[src/rtl/corescore_pkg.sv]
// Shared definitions for the corescore stream arbiter: state encoding and default sizing.
package corescore_pkg;

    localparam int CORESCORE_NUM_SRC = 4;
    localparam int CORESCORE_DW      = 8;

    typedef enum logic {
        ST_IDLE   = 1'b0,
        ST_LOCKED = 1'b1
    } arb_state_e;

endpackage

[src/rtl/corescore_rr_pick.sv]
// Combinational round-robin picker: first requester at or above i_ptr, wrapping modulo NUM_SRC.
module corescore_rr_pick
    import corescore_pkg::*;
#(
    parameter int NUM_SRC = CORESCORE_NUM_SRC
) (
    input  logic [NUM_SRC-1:0]         i_req,
    input  logic [$clog2(NUM_SRC)-1:0] i_ptr,
    output logic [NUM_SRC-1:0]         o_grant,
    output logic [$clog2(NUM_SRC)-1:0] o_idx,
    output logic                       o_any
);

    localparam int IW = $clog2(NUM_SRC);

    // One extra bit so ptr+offset never overflows before the modulo fold.
    logic [IW:0] w_cand;

    always_comb begin
        o_grant = '0;
        o_idx   = '0;
        o_any   = 1'b0;
        w_cand  = '0;
        for (int off = 0; off < NUM_SRC; off++) begin
            w_cand = {1'b0, i_ptr} + (IW+1)'(off);
            if (w_cand >= (IW+1)'(NUM_SRC)) begin
                w_cand = w_cand - (IW+1)'(NUM_SRC);
            end
            if (!o_any && i_req[w_cand[IW-1:0]]) begin
                o_any                   = 1'b1;
                o_idx                   = w_cand[IW-1:0];
                o_grant[w_cand[IW-1:0]] = 1'b1;
            end
        end
    end

endmodule

[src/rtl/corescore_stream_arbiter.sv]
// Packet-locked round-robin arbiter merging NUM_SRC AXI-Stream sources onto one emitter.
module corescore_stream_arbiter
    import corescore_pkg::*;
#(
    parameter int NUM_SRC = CORESCORE_NUM_SRC,
    parameter int DW      = CORESCORE_DW
) (
    input  logic                  i_clk,
    input  logic                  i_rst_n,
    input  logic [NUM_SRC*DW-1:0] i_tdata,
    input  logic [NUM_SRC-1:0]    i_tlast,
    input  logic [NUM_SRC-1:0]    i_tvalid,
    output logic [NUM_SRC-1:0]    o_tready,
    input  logic [NUM_SRC-1:0]    i_src_en,
    output logic [DW-1:0]         o_tdata,
    output logic                  o_tlast,
    output logic                  o_tvalid,
    input  logic                  i_tready,
    output logic [NUM_SRC-1:0]    o_grant,
    output logic                  o_busy
);

    localparam int IW = $clog2(NUM_SRC);

    arb_state_e          r_state, w_state_next;
    logic [NUM_SRC-1:0]  r_grant, w_grant_next;
    logic [IW-1:0]       r_owner, w_owner_next;
    logic [IW-1:0]       r_ptr, w_ptr_next;

    logic [NUM_SRC-1:0]  w_req;
    logic [NUM_SRC-1:0]  w_pick_grant;
    logic [IW-1:0]       w_pick_idx;
    logic                w_pick_any;
    logic                w_last_acc;
    logic [DW-1:0]       w_dsel [NUM_SRC];

    assign w_req      = i_tvalid & i_src_en;
    assign w_last_acc = i_tvalid[r_owner] & i_tlast[r_owner] & i_tready;

    corescore_rr_pick #(
        .NUM_SRC (NUM_SRC)
    ) u_pick (
        .i_req   (w_req),
        .i_ptr   (r_ptr),
        .o_grant (w_pick_grant),
        .o_idx   (w_pick_idx),
        .o_any   (w_pick_any)
    );

    always_ff @(posedge i_clk or negedge i_rst_n) begin
        if (!i_rst_n) begin
            r_state <= ST_IDLE;
            r_grant <= '0;
            r_owner <= '0;
            r_ptr   <= '0;
        end else begin
            r_state <= w_state_next;
            r_grant <= w_grant_next;
            r_owner <= w_owner_next;
            r_ptr   <= w_ptr_next;
        end
    end

    // Ownership only ends on an accepted last beat; valid or enable dropping never releases it.
    always_comb begin
        w_state_next = r_state;
        w_grant_next = r_grant;
        w_owner_next = r_owner;
        w_ptr_next   = r_ptr;
        case (r_state)
            ST_IDLE: begin
                if (w_pick_any) begin
                    w_state_next = ST_LOCKED;
                    w_grant_next = w_pick_grant;
                    w_owner_next = w_pick_idx;
                end
            end
            ST_LOCKED: begin
                if (w_last_acc) begin
                    w_state_next = ST_IDLE;
                    w_grant_next = '0;
                    w_ptr_next   = (r_owner == IW'(NUM_SRC-1)) ? '0 : r_owner + 1'b1;
                end
            end
            default: begin
                w_state_next = ST_IDLE;
                w_grant_next = '0;
            end
        endcase
    end

    genvar gi;
    generate
        for (gi = 0; gi < NUM_SRC; gi++) begin : g_dsel
            assign w_dsel[gi] = i_tdata[gi*DW +: DW] & {DW{r_grant[gi]}};
        end
    endgenerate

    always_comb begin
        o_tdata  = '0;
        o_tlast  = 1'b0;
        o_tvalid = 1'b0;
        o_tready = '0;
        if (r_state == ST_LOCKED) begin
            for (int k = 0; k < NUM_SRC; k++) begin
                o_tdata = o_tdata | w_dsel[k];
            end
            o_tlast  = |(i_tlast & r_grant);
            o_tvalid = |(i_tvalid & r_grant);
            o_tready = r_grant & {NUM_SRC{i_tready}};
        end
    end

    assign o_grant = r_grant;
    assign o_busy  = (r_state == ST_LOCKED);

endmodule

[config.mk]
export PLATFORM = sky130hd
export DESIGN_NAME = corescore_stream_arbiter
export DESIGN_NICKNAME = d
export VERILOG_FILES = /design/src/rtl/corescore_pkg.sv /design/src/rtl/corescore_rr_pick.sv /design/src/rtl/corescore_stream_arbiter.sv
export SDC_FILE = /design/constraint.sdc
export NUM_CORES = 1
export LEC_CHECK = 0
export CAP_MARGIN = 20
export CORE_MARGIN = 1
export CORE_UTILIZATION = 25
export DETAILED_ROUTE_END_ITERATION = 10
export DONT_BUFFER_PORTS = 1
export PLACE_DENSITY = 0.38
export SETUP_SLACK_MARGIN = 0.1
export SYNTH_ARGS = -nofsm -noshare
export SYNTH_HDL_FRONTEND = slang
export SYNTH_SLANG_ARGS = --single-unit
[constraint.sdc]
create_clock -name i_clk -period 3.75 [get_ports i_clk]
set_input_delay 0.1875 -clock i_clk [delete_from_list [all_inputs] [get_ports i_clk]]
set_output_delay 0.1875 -clock i_clk [all_outputs]
set_load 0.03 [all_outputs]
==> results.cfg <==
[pwr]
ir_drop_uv = 273
power_frac_comb = 0.586
p_sw_w = 0.000594
netSwitchingFraction = 0.570
powerDensity_nw_per_um2 = 843
p_leak_nw = 0.471
p_int_w = 0.000448
power_frac_clock = 0.110
pwr-share-seq = 0.304

[final_layout]
multi_input_area_um2 = 875
nets = 189
drive_above_1_share = 0.0985
register_area_um2 = 225
nFillCells = 485
area_delta_synth_final_pct = 7.87
num_antenna_cells = 0
final_common_cell = a22oi_1
layout_common_cells = a22oi_1, a21boi_0, nand3_1, ha_1, dfrtp_1

[drt]
vias = 1119
drt_pass1_iterations = 4
viasPerCell = 6.08
drt_wl_total_mm = 3.40
drt.antenna.violating_nets = 0
wl_per_cell_um = 18.5
first_iter_violations = 121
drc = 0

[sta]
maxSlewViolCount = 0
setup_viol = 0
fin_tns_setup_ps = 0
post-route-period-util = 0.631
slew_headroom = 0.327
clock-skew-final_ps = 2.37
fmax_ghz = 0.423
layout_min_cycle_time_ps = 2360
hold_viol_final = 0
tightest_slew_ps = 1000
rsz0062_at_grt = false
holdWs_ps = 315

[setup_path]
cp_data_required_time_ps = 3860
endpoint_kind = flip-flop
crit_family = flip-flops
cp.arrival_ps = 2480
critPathMaxFanout = 15
worst_path_max_delay_cell = dfrtp_1
startpoint_type = flip-flop
crit_path_max_incr_delay_ps = 650
crit_buf_inv = 1
critPathKind = flip-flop to flip-flop
cp_cell_sequence = inv_2, ha_1, mux4_2, nand3_1, a31oi_1, a311o_1

[grt]
grt_pass1_wl_mm = 5.64
grt_start_max_net_pins = 19
grt_pass1_vias = 1084
grt_antenna_before_repair = 0
grt-ovfl-total = 0
track_usage = 0.147

[logic_synthesis]
synthesis.area_um2 = 1140
synth-seq-cells = 9
yosys_warnings = 0
synth_nets = 190
syn_inst = 134
avgSynthCellArea_um2 = 8.54
synth-seq-area-share = 0.197
synth_cell_types = 33

[placement]
place.gp.congestion = 0.770
port_buffers = 0
post-dp-hpwl_mm = 2.66

[clock_tree]
post-cts-setup-buffers = 0
clk_pin_slew_ps = 50
cts.htree.levels = 1
cts_buffers = 3
cts_buffer_depth = 2
cts.sinks = 9
tritoncts = built
clock-root-buffer = clkbuf_8
clkLatencyLatePin_ps = 230

[floorplanning]
core_um2 = 4380
dieArea_um2 = 4850
die_x_um = 69.7
fp-row-count = 24
initial_core_util = 0.261
die_h_um = 69.7
num_io_pins = 66

[job]
maxCapViolCount = 0

[min_path]
hold_class = input port to flip-flop

[status]
status = complete, no violations
==> path summary, 6_finish.rpt <==
path	startpoint	to	slack, ps	cells past startpoint
max in group asynchronous	i_rst_n	r_ptr[0]	3150	1
worst max register to register	r_ptr[0]	o_grant[0]	1390	6
worst min register to register	r_owner[1]	r_owner[1]	610	1
worst min-delay path	i_src_en[0]	o_busy	310	3
min in group asynchronous	i_rst_n	o_grant[0]	320	1
worst max-delay path	r_ptr[0]	o_grant[0]	1390	6
==> synthesized netlist by cell type (all sizes together) <==
master,n,area (µm²)
a22oi,21,158
a21boi,10,75.1
dfrtp,9,225
ha,9,113
nand2,9,36.3
nand3,9,45.0
o21ai,8,40.0
clkbuf,7,26.3
a21oi,5,25.0
a31oi,5,31.3
and3,5,32.5
a311o,4,40.0
and2,4,26.3
and3b,4,35.0
nand2b,4,25.0
mux2,3,37.5
mux4,3,71.3
nor3,3,15.0
o211ai,3,22.5
inv,2,7.50
a32oi,1,8.76
buf,1,11.3
mux2i,1,10.0
nor2,1,3.75
o2111ai,1,8.76
o21a,1,7.51
o31ai,1,7.51
==> layer usage <==
metal / share of wire / vias up / track usage
li1: - / 529 / -
met1: 0.49 / 554 / 0.210
met2: 0.45 / 34 / 0.222
met3: 0.053 / 2 / 0.0451
met4: 0.0032 / 0 / 0.0200
met5: 0 / - / 0
==> tightest hold or removal path: cells and delay by family <==
| family | cells | cell delay [ps] |
|---|---|---|
| compound gates | 2 | 210 |
| simple gates | 1 | 120 |
==> sequential cells by signal, indices dropped and copies added, names as in the netlist <==
register / cells
o_busy: 1
r_owner: 2
o_grant: 4
r_ptr: 2
==> area by class of cell <==
| cell class | instances | area share |
|---|---|---|
| clock buffer | 4 | 0.0365 |
| inverter | 2 | 0.00608 |
| sequential | 9 | 0.182 |
| multi-input combinational | 115 | 0.708 |
| timing repair buffer | 2 | 0.0142 |
| tap | 52 | 0.0527 |
==> kinds of logic after synthesis <==
kind of cell,Yosys count,share of synthesized area
buffers and inverters,10,0.0393
adders and majority gates,9,0.0984
muxes,7,0.104
and+or+nand+nor,39,0.191
DFF,9,0.197
AOI/OAI and AO/OA,60,0.370
==> per-stage QoR <==
| step | cell area (µm²) | worst slack, ps | instances | util | total power [W] |
|---|---|---|---|---|---|
| 3_5_place_dp | 1180 | 1400 | 179 | 0.269 | 0.000927 |
| 4_1_cts | 1230 | 1390 | 184 | 0.282 | 0.00105 |
| 3_3_place_gp | 1180 | 1470 | 179 | 0.269 | 0.000920 |
| 5_1_grt | 1230 | 1220 | 184 | 0.282 | 0.00114 |
| 2_1_floorplan | 1140 | 1740 | 134 | - | 0.000817 |
| 6_report | 1230 | 1390 | 184 | 0.282 | 0.00104 |
==> power by group through the flow <==
| stage | sequential [W] | combinational (W) | clock [W] |
|---|---|---|---|
| after floorplan | 0.000228 | 0.000590 | 0 |
| after global placement | 0.000313 | 0.000607 | 0 |
| after detailed placement | 0.000317 | 0.000611 | 0 |
| after CTS | 0.000316 | 0.000615 | 0.000118 |
| after global routing | 0.000335 | 0.000677 | 0.000125 |
| final | 0.000316 | 0.000611 | 0.000115 |
==> timing repair <==
item                                   in CTS  in global routing
endpoints found under the hold margin       9                  0
gates resized for setup                     0                  0
setup endpoints to repair                   0                  0
hold buffers                                1                  0
(Power assumes the default switching activity.)
